**src/rtl/atctlc2axi500_pkg.sv**
```systemverilog
// Shared types for the stream packer: assembly-buffer FSM states and the packed-word record.
package atctlc2axi500_pkg;

  localparam int PACK_WIDTH = 8;
  localparam int PACK_RATIO = 4;
  localparam int PACK_CW    = $clog2(PACK_RATIO);

  typedef enum logic {
    FILL = 1'b0,
    HOLD = 1'b1
  } pack_state_t;

  // Layout of one assembled word at the default WIDTH/RATIO.
  typedef struct packed {
    logic [PACK_WIDTH*PACK_RATIO-1:0] data;
    logic [PACK_RATIO-1:0]            mask;
    logic                             last;
    logic [PACK_CW-1:0]               cnt;
  } pack_buf_t;

endpackage

```
**src/rtl/atctlc2axi500_pack_buf.sv**
```systemverilog
// One assembly buffer: slot counter, per-slice write enables, mask and last flag.
// Fills slices in order while in FILL, then holds the completed word until read.
module atctlc2axi500_pack_buf
  import atctlc2axi500_pkg::*;
#(
  parameter int WIDTH = 8,
  parameter int RATIO = 4
) (
  input  logic                   clk,
  input  logic                   reset,
  input  logic                   wr_en,
  input  logic [WIDTH-1:0]       wr_data,
  input  logic                   wr_last,
  input  logic                   rd_en,
  output logic                   full,
  output logic [WIDTH*RATIO-1:0] data,
  output logic [RATIO-1:0]       mask,
  output logic                   last
);

  localparam int CW = $clog2(RATIO);
  localparam logic [CW-1:0] CNT_MAX = CW'(RATIO - 1);

  pack_state_t      state_reg, state_next;
  logic [CW-1:0]    cnt_reg, cnt_next;
  logic             last_reg, last_next;
  logic             wr_fire, rd_fire;
  logic [RATIO-1:0] slice_we;
  logic [WIDTH-1:0] slice_reg [RATIO];
  logic [RATIO-1:0] mask_reg;

  assign wr_fire = wr_en && (state_reg == FILL);
  assign rd_fire = rd_en && (state_reg == HOLD);

  always_ff @(posedge clk) begin
    if (reset) begin
      state_reg <= FILL;
      cnt_reg   <= '0;
      last_reg  <= 1'b0;
    end else begin
      state_reg <= state_next;
      cnt_reg   <= cnt_next;
      last_reg  <= last_next;
    end
  end

  always_comb begin
    state_next = state_reg;
    cnt_next   = cnt_reg;
    last_next  = last_reg;
    case (state_reg)
      FILL: begin
        if (wr_fire) begin
          // Counter wraps by explicit clear on read-out, never by overflow.
          if ((cnt_reg == CNT_MAX) || wr_last) begin
            state_next = HOLD;
            last_next  = wr_last;
          end else begin
            cnt_next = cnt_reg + CW'(1);
          end
        end
      end
      HOLD: begin
        if (rd_fire) begin
          state_next = FILL;
          cnt_next   = '0;
          last_next  = 1'b0;
        end
      end
      default: state_next = FILL;
    endcase
  end

  genvar gi;
  generate
    for (gi = 0; gi < RATIO; gi++) begin : g_slice
      assign slice_we[gi]              = wr_fire && (cnt_reg == CW'(gi));
      assign data[gi*WIDTH +: WIDTH]   = slice_reg[gi];
    end
  endgenerate

  // Read-out clears every slice so unfilled slots of the next word read as zero.
  always_ff @(posedge clk) begin
    for (int i = 0; i < RATIO; i++) begin
      if (reset || rd_fire) begin
        slice_reg[i] <= '0;
        mask_reg[i]  <= 1'b0;
      end else if (slice_we[i]) begin
        slice_reg[i] <= wr_data;
        mask_reg[i]  <= 1'b1;
      end
    end
  end

  assign full = (state_reg == HOLD);
  assign mask = mask_reg;
  assign last = last_reg;

endmodule

```
**src/rtl/atctlc2axi500_stream_pack.sv**
```systemverilog
// Packs RATIO narrow FIFO entries into one wide word with slice mask and packet-end flag.
// Define ATCTLC2AXI500_PACK_SKID_EN for a second ping-pong buffer (one word per RATIO cycles).
module atctlc2axi500_stream_pack
  import atctlc2axi500_pkg::*;
#(
  parameter int WIDTH = 8,
  parameter int RATIO = 4
) (
  input  logic                   clk,
  input  logic                   reset,
  input  logic [WIDTH-1:0]       in_data,
  input  logic                   in_last,
  input  logic                   in_valid,
  output logic                   in_ready,
  output logic [WIDTH*RATIO-1:0] out_data,
  output logic [RATIO-1:0]       out_mask,
  output logic                   out_last,
  output logic                   out_valid,
  input  logic                   out_ready
);

`ifdef ATCTLC2AXI500_PACK_SKID_EN
  logic [1:0]             buf_full, buf_wr, buf_rd, buf_last;
  logic [WIDTH*RATIO-1:0] buf_data [2];
  logic [RATIO-1:0]       buf_mask [2];
  logic                   wsel_reg, wsel_next, rsel_reg, rsel_next;
  logic                   in_fire, out_fire, word_done;

  // The write buffer is only ever full when both buffers are holding.
  assign in_ready  = ~reset & ~buf_full[wsel_reg];
  assign in_fire   = in_valid & in_ready;
  assign out_valid = buf_full[rsel_reg];
  assign out_fire  = out_valid & out_ready;
  // Slots fill in order, so mask bit RATIO-2 set means this entry lands in the top slot.
  assign word_done = in_fire & (in_last | buf_mask[wsel_reg][RATIO-2]);

  always_ff @(posedge clk) begin
    if (reset) begin
      wsel_reg <= 1'b0;
      rsel_reg <= 1'b0;
    end else begin
      wsel_reg <= wsel_next;
      rsel_reg <= rsel_next;
    end
  end

  always_comb begin
    wsel_next = wsel_reg ^ word_done;
    rsel_next = rsel_reg ^ out_fire;
  end

  genvar gi;
  generate
    for (gi = 0; gi < 2; gi++) begin : g_buf
      assign buf_wr[gi] = in_fire  & (wsel_reg == 1'(gi));
      assign buf_rd[gi] = out_fire & (rsel_reg == 1'(gi));

      atctlc2axi500_pack_buf #(
        .WIDTH (WIDTH),
        .RATIO (RATIO)
      ) u_buf (
        .clk     (clk),
        .reset   (reset),
        .wr_en   (buf_wr[gi]),
        .wr_data (in_data),
        .wr_last (in_last),
        .rd_en   (buf_rd[gi]),
        .full    (buf_full[gi]),
        .data    (buf_data[gi]),
        .mask    (buf_mask[gi]),
        .last    (buf_last[gi])
      );
    end
  endgenerate

  assign out_data = buf_data[rsel_reg];
  assign out_mask = buf_mask[rsel_reg];
  assign out_last = buf_last[rsel_reg];
`else
  logic buf_full;

  assign in_ready  = ~reset & ~buf_full;
  assign out_valid = buf_full;

  atctlc2axi500_pack_buf #(
    .WIDTH (WIDTH),
    .RATIO (RATIO)
  ) u_buf (
    .clk     (clk),
    .reset   (reset),
    .wr_en   (in_valid & in_ready),
    .wr_data (in_data),
    .wr_last (in_last),
    .rd_en   (out_valid & out_ready),
    .full    (buf_full),
    .data    (out_data),
    .mask    (out_mask),
    .last    (out_last)
  );
`endif

endmodule

```
**config.mk**
```make
export PLATFORM = sky130hd
export DESIGN_NAME = atctlc2axi500_stream_pack
export DESIGN_NICKNAME = d
export VERILOG_FILES = /design/src/rtl/atctlc2axi500_pkg.sv /design/src/rtl/atctlc2axi500_pack_buf.sv /design/src/rtl/atctlc2axi500_stream_pack.sv
export SDC_FILE = /design/constraint.sdc
export NUM_CORES = 1
export LEC_CHECK = 0
export CAP_MARGIN = 20
export CORE_MARGIN = 10
export CORE_UTILIZATION = 40
export CTS_BUF_LIST = sky130_fd_sc_hd__clkbuf_16
export DETAILED_ROUTE_END_ITERATION = 10
export PLACE_DENSITY = 0.81
export SYNTH_ARGS = -nofsm -noshare
export SYNTH_HDL_FRONTEND = slang
export SYNTH_SLANG_ARGS = --single-unit
```
**constraint.sdc**
```tcl
create_clock -name clk -period 1.56 [get_ports clk]
set_clock_uncertainty 0.15 [all_clocks]
set_input_delay 0.234 -clock clk [delete_from_list [all_inputs] [get_ports clk]]
set_output_delay 0.234 -clock clk [all_outputs]
set_load 0.05 [all_outputs]
```
# Word-level counts from Yosys, hierarchy flattened
# Memory sizes are Yosys's and may differ from the RTL's.
# Cells that the tools add are included.
# word_totals
mem_count,1
ramBits,32
reg_bits,8
inputBits,13
out_inout_bits,39
word_cells,66
# memory_table
memory,depth,word_bits,rd,rd_clocked_by_memory_dff,wr,line,text
u_buf.slice_reg,4,8,4,0,4,atctlc2axi500_pack_buf.sv:29,logic [WIDTH-1:0] slice_reg [RATIO];
# op_classes
bitwise,9
add_sub_neg,1
reduce_logical,11
mux,30
n_eq_ne,7
# op_table
cell,count
$mux 8,4
$mux 1,20
$logic_and 1x1->1,6
$mux 2,3
$reduce_and 3->1,2
$eq 2x2->1 const B,2
$ne 2x1->1 const B,2
$ne 2x2->1 const B,2
$or 1x1->1,4
$pmux 1 s2,2
$pmux 2 s2,1
$and 1x1->1,3
$add 2x1->2 const B,1
$eq 2x1->1 const B,1
$logic_not 2->1,1
$logic_or 1x1->1,2
$not 1->1,2

# Depth between registers and ports, before layout
# Gate-level depths: netlist of run 1.
# depth
word_depth,9
mapped_depth,5
depth_no_buf,4

# Modules after synthesis
# From an unflattened synthesis of run 1, not the netlist that was laid out.
# hier_totals
cells_unflattened,115
area_unflattened_um2,1629.1
# by_module_without_submodules
module,seq_area_each_um2,instances,area_per_inst_um2,cells_per_inst
atctlc2axi500_pack_buf,1121.1,1,1605.3,112
atctlc2axi500_stream_pack,0.0,1,23.8,3

# Worst setup path after synthesis of run 1
# No wires, ideal clock.
# synth_timing
path_kind,register to register
from,reg u_buf.state_reg (netlist: u_buf.full)
to,mem u_buf.slice_reg[3][0] (enable)
setup_time_ps,329
period_less_slack_ps,1836
n_path_buf,1
path_slack_ps,-276
arrival_time_ps,1357
stages_incl_launch_ff,4
required_ps,1081
path_cell_list,dfxtp_1 > a21oi_1 > clkbuf_1 > nand2_1
# synth_rtl
element,line,text
"start, declared",atctlc2axi500_pack_buf.sv:24,"pack_state_t state_reg, state_next;"
"start signal, assigned",atctlc2axi500_pack_buf.sv:41,state_reg <= state_next;
"end, declared",atctlc2axi500_pack_buf.sv:29,

==> results.sh, run 1 <==
export IMPL_min_to="u_buf.cnt_reg[0]"
export IMPL_post_drt_wl_per_cell_um=21.9
export IMPL_via_count=1220
export IMPL_place_congestion=0.789
export IMPL_rsz0062_at_grt="yes"
export IMPL_setup_violations=0
export IMPL_cts_buffer_depth=2
export IMPL_core_area_um2=3740
export IMPL_htreeDepth=2
export IMPL_layout_common_cells="buf_12, and3_1, edfxtp_1"
export IMPL_mostFrequentLayoutCell="buf_12"
export IMPL_die_h_um=82.9
export IMPL_stdcell_count=229
export IMPL_dpl_cell_count=221
export IMPL_diodes=0
export IMPL_async_flop_share_pct=0
export IMPL_slew_limit_headroom_pct=84.5
export IMPL_final_period_utilization_pct=99.6
export IMPL_drt_antenna_violating_nets=0
export IMPL_synth_edf_count=32
export IMPL_syn_inst=114
export IMPL_drc=0
export IMPL_vias_per_cell=5.33
export IMPL_max_vdd_ir_drop_mv=0.868
export IMPL_total_power_uw=2910
export IMPL_cts_sinks=40
export IMPL_critPathMaxFanout=8
export IMPL_worstRegToRegCells=4
export IMPL_cp_end_kind="flip-flop"
export IMPL_ys_seq_area_share_pct=70.8
export IMPL_worstHoldStart="in_valid"
export IMPL_ctsHoldBuffers=0
export IMPL_cts_buffers=5
export IMPL_initial_utilization_pct=42.3
export IMPL_dieArea_um2=6880
export IMPL_gr_total_overflow=0
export IMPL_grt_pass1_wl_mm=7.73
export IMPL_finalInstanceArea_um2=2820
export IMPL_antenna_found_initial=0
export IMPL_reg2reg_slack_ps=50
export IMPL_place_hpwl_mm=3.66
export IMPL_area_growth_pct=77.9
export IMPL_num_rows=22
export IMPL_synth_cell_area_um2=1580
export IMPL_grt_pass1_vias=1275
export IMPL_ios=52
export IMPL_tightest_slew_ps=233
export IMPL_synthFlopType="edfxtp_1"
export IMPL_io_buffers=51
export IMPL_grt_max_degree=17
export IMPL_drt_iter0_drc=111
export IMPL_grt_total_usage_pct=14.4
export IMPL_hold_viol_final=0
export IMPL_drv_cap=0
export IMPL_post_synth_cell_area_avg_um2=13.9
export IMPL_drt_wl_total_mm=5.00
export IMPL_yosys_warnings=0
export IMPL_synth_distinct_cells=20
export IMPL_drive_above_1_share_pct=39.8
export IMPL_worst_setup_path_start_kind="input pin"
export IMPL_finalNetCount=197
export IMPL_power_density_nw_per_um2=1030
export IMPL_finalSetupTns_ps=0
export IMPL_die_w_um=82.9
export IMPL_root_buffer="clkbuf_16"
export IMPL_critPathRequiredTime_ps=1400
export IMPL_first_pass_iters=4
export IMPL_crit_arrival_ps=1390
export IMPL_fmax_ghz=0.643
export IMPL_clkLatencyLatePin_ps=280
export IMPL_hold_depth=4
export IMPL_cts_tree="done"
export IMPL_hp_class="input pin to flip-flop"
export IMPL_r2r_start="u_buf.full"
export IMPL_r2r_end="u_buf.slice_reg[0][1]"
export IMPL_status="finished clean"
export IMPL_p_leak_uw=0.00127
export IMPL_path_class="input pin to flip-flop"
export IMPL_clk_pin_slew_worst_paths_ps=50
export IMPL_slew_viol_final=0
export IMPL_synth_seq_cells=40
export IMPL_place_area_um2=2630
export IMPL_post_cts_buffers=0
export IMPL_synth_fp_nets=131
export IMPL_largest_reg_flops=32
export IMPL_period_needed_ps=1550
## stage by stage
stage                     utilization (%)  hold slack, ps  setup slack (ps)
after global placement               70.2             324              -291
after CTS                            74.5             336              6.58
after floorplan                         -             156              17.2
after global routing                 75.3             371             -39.4
after detailed placement             70.2             329              -338
final                                75.3             304              5.51
## Yosys cell counts (2+ instances only)
library cell	instances	share of area, %
dfxtp_1	8	10
ha_1	4	3.2
edfxtp_1	32	61
nand2_1	16	3.8
buf_2	2	0.63
inv_1	2	0.47
and3_1	33	13
clkbuf_1	3	0.71
nor2_1	3	0.71
## cell families (layout without fill, tap and decap cells)
kind of cell    after synthesis  in the layout  synth area share, %
compound gates                5              5                 2.45
mux                           1              1                0.632
simple gates                 56             56                 20.5
flops                        40             40                 70.8
fa+ha+maj                     4              4                 3.16
buf+inv                       8             75                 2.53
## per-layer routing
| metal | part of all wire [%] | wire [µm] | GRT usage [%] |
|---|---|---|---|
| met1 | 41 | 2060 | 17.0 |
| met2 | 50 | 2490 | 23.3 |
| met3 | 6.2 | 311 | 3.91 |
| met4 | 2.8 | 142 | 7.23 |
| met5 | 0 | 0 | 0 |
## critical path, cell delays in order
cell and delay [ps]:
clkdlybuf4s50_1 470, nor3b_4 250, buf_4 180, nand2_1 110
nand2_4 150
## repair_timing
| action | 4_1_cts | 5_1_grt |
|---|---|---|
| gates resized for setup | 6 | 7 |
| pin swaps | 0 | 3 |
| setup endpoints to repair | 33 | 37 |
| cloned | 0 | 0 |
## how the worst max path moves through the flow
stage	startpoint	endpoint	slack, ps	cells after the start
after floorplan	u_buf.full	u_buf.slice_reg[1][0]	20	4
after global placement	reset	u_buf.slice_reg[1][2]	-290	5
after detailed placement	reset	u_buf.slice_reg[2][6]	-340	5
after CTS	in_valid	u_buf.slice_reg[0][1]	7	5
after global routing	reset	u_buf.slice_reg[2][2]	-40	5
final	reset	u_buf.slice_reg[0][1]	6	5
## area by class of cell
type | count | area [µm²]
Tap cell | 48 | 60.1
Clock buffer | 5 | 125
Multi-Input combinational cell | 66 | 475
Timing Repair Buffer | 65 | 1010
Fill cell | 207 | 926
Inverter | 2 | 7.51
Sequential cell | 40 | 1120
Clock inverter | 3 | 12.5
## power breakdown
| group | total, µW | internal, µW | leakage (µW) | switching (µW) |
|---|---|---|---|---|
| clock | 969 | 577 | 0.0000762 | 392 |
| combinational | 658 | 307 | 0.000789 | 351 |
| sequential | 1290 | 1220 | 0.000401 | 64.1 |
No activity file was read; power rests on OpenSTA's default activity.
==> run 2: changes to the inputs <==
Settings changed: CORE_UTILIZATION 40 to 55, DONT_BUFFER_PORTS from default to 1, PLACE_DENSITY 0.81 to 0.8.
==> run 2 against run 1 <==
  * Clock power rose by 16%
  * Register-to-register slack improved by 60 ps
  * Sequential share of layout area rose by 19 points
  * Non-clock buffer count fell by 52
  * Hold slack got worse by 290 ps
==> results.sh, run 2 (same netlist as run 1, synthesis figures left out) <==
export IMPL_register_area_um2=1120
export IMPL_root_buffer="clkbuf_16"
export IMPL_reg2reg_slack_ps=110
export IMPL_initial_utilization_pct=57.4
export IMPL_grt_pass1_wl_mm=4.77
export IMPL_cts_buffers=5
export IMPL_diodes=0
export IMPL_finalNetCount=145
export IMPL_antenna_found_initial=0
export IMPL_num_rows=19
export IMPL_fill_cells=201
export IMPL_dieArea_um2=5430
export IMPL_worst_setup_path_start_kind="flip-flop"
export IMPL_drt_wl_total_mm=3.22
export IMPL_stdcell_count=160
export IMPL_hold_viol_final=0
export IMPL_drc=0
export IMPL_setup_violations=0
export IMPL_clk_pin_slew_worst_paths_ps=50
export IMPL_r2r_end="u_buf.slice_reg[0][3]"
export IMPL_slew_viol_final=0
export IMPL_grt_pass1_vias=933
export IMPL_crit_path_end="in_ready"
export IMPL_grt_max_degree=17
export IMPL_slew_limit_headroom_pct=65.1
export IMPL_dpl_cell_count=149
export IMPL_tightest_slew_ps=522
export IMPL_layout_common_cells="and3_1, edfxtp_1, nand2_1"
export IMPL_area_growth_pct=20.5
export IMPL_critPathRequiredTime_ps=1180
export IMPL_period_needed_ps=1520
export IMPL_fin_ws_ps=36.4
export IMPL_path_cells="buf_6 > buf_12 > nor2_4 > buf_8"
export IMPL_ios=52
export IMPL_cp_startpoint="u_buf.full"
export IMPL_cts_sinks=40
export IMPL_gr_total_overflow=0
export IMPL_die_h_um=73.7
export IMPL_finalInstanceArea_um2=1910
export IMPL_hp_class="input pin to flip-flop"
export IMPL_cp_end_kind="output port"
export IMPL_cts_buffer_depth=2
export IMPL_max_vdd_ir_drop_mv=1.29
export IMPL_power_density_nw_per_um2=1430
export IMPL_io_buffers=0
export IMPL_crit_slowest_cell="dfxtp_4"
export IMPL_cts_tree="done"
export IMPL_core_area_um2=2760
export IMPL_r2r_start="u_buf.full"
export IMPL_fmax_ghz=0.656
export IMPL_place_hpwl_mm=2.39
export IMPL_first_pass_iters=4
export IMPL_drv_cap=0
export IMPL_mostFrequentLayoutCell="and3_1"
export IMPL_critPathMaxFanout=5
export IMPL_die_w_um=73.7
export IMPL_htreeDepth=2
export IMPL_dp_slack_ps=25.4
export IMPL_largest_reg_flops=32
export IMPL_worst_path_buf_inv=3
export IMPL_finalSetupTns_ps=0
export IMPL_drt_antenna_violating_nets=0
export IMPL_post_drt_wl_per_cell_um=20.1
export IMPL_final_period_utilization_pct=97.7
export IMPL_drt_iter0_drc=75
export IMPL_status="finished clean"
export IMPL_crit_arrival_ps=1140
export IMPL_place_congestion=0.806
export IMPL_p_leak_uw=0.000860
export IMPL_multi_input_area_um2=448
export IMPL_place_area_um2=1680
export IMPL_drive_above_1_share_pct=22.5
export IMPL_cp_depth=4
export IMPL_vias_per_cell=5.86
export IMPL_worstRegToRegCells=4
export IMPL_clkLatencyLatePin_ps=280
export IMPL_via_count=938
export IMPL_path_class="flip-flop to output port"
export IMPL_hold_depth=3
export IMPL_crit_family="buffers and inverters"
export IMPL_critPathMaxStageDelay_ps=350
export IMPL_grt_total_usage_pct=12.2
export IMPL_rsz0062_at_grt="no"
[run 2: cell count changes in the layout (fill, tap and decap cells not counted), moves of 2 or more]
cell | before | now
clkinv_1 | 0 | 2
buf_4 | 13 | 8
nand2_4 | 3 | 0
clkdlybuf4s50_1 | 11 | 0
inv_1 | 4 | 2
nand2_2 | 2 | 5
buf_12 | 39 | 1
dlygate4sd3_1 | 0 | 2
[run 2: how the worst min path moves through the flow]
stage	endpoint	start
CTS	u_buf.mask[3]	reset
global placement	u_buf.cnt_reg[0]	reset
floorplan	u_buf.cnt_reg[0]	reset
finish	u_buf.mask[1]	reset
global route	u_buf.slice_reg[1][3]	in_data[3]
detailed placement	u_buf.cnt_reg[0]	reset
[run 2: report_power, final]
| group | internal [µW] | switching (µW) | total, µW | leakage (µW) |
|---|---|---|---|---|
| clock | 742 | 375 | 1120 | 0.0000789 |
| sequential | 1220 | 228 | 1450 | 0.000401 |
| combinational | 63.8 | 98.1 | 162 | 0.000380 |
[run 2: routing by layer]
layer | global-route usage, % | routed length, µm
met1 | 11.0 | 1170
met2 | 19.8 | 1570
met3 | 6.73 | 372
met4 | 9.73 | 109
met5 | 0 | 0
[run 2: repair_timing]
| action | in CTS | in global routing |
|---|---|---|
| hold endpoints to repair | 2 | 0 |
| gates resized for setup | 8 | 4 |
| buffers inserted | 0 | 1 |
| pin swaps | 0 | 2 |
| setup endpoints to repair | 1 | 33 |
| hold buffers | 2 | 0 |
[run 2: cell type report]
cell class	count	area share (%)
Clock inverter	3	1.97
Clock buffer	5	6.56
Timing Repair Buffer	13	6.62
Tap cell	31	2.03
Inverter	2	0.393
Sequential cell	40	59.0
Multi-Input combinational cell	66	23.5
[run 2: worst reg2reg max path: stages (launching register included)]
cell and delay (ps):
dfxtp_4 350, nor3b_4 220, buf_4 170, nand2_1 70
nand2_2 180
[run 2: per-stage QoR]
stage | hold slack [ps] | power [µW] | util [%]
4_1_cts | 12.1 | 2740 | 68.6
2_1_floorplan | 156 | 1570 | -
6_report | 10.4 | 2730 | 69.2
5_1_grt | 25.7 | 2810 | 69.2
3_3_place_gp | 161 | 1610 | 60.8
3_5_place_dp | 160 | 1620 | 60.8
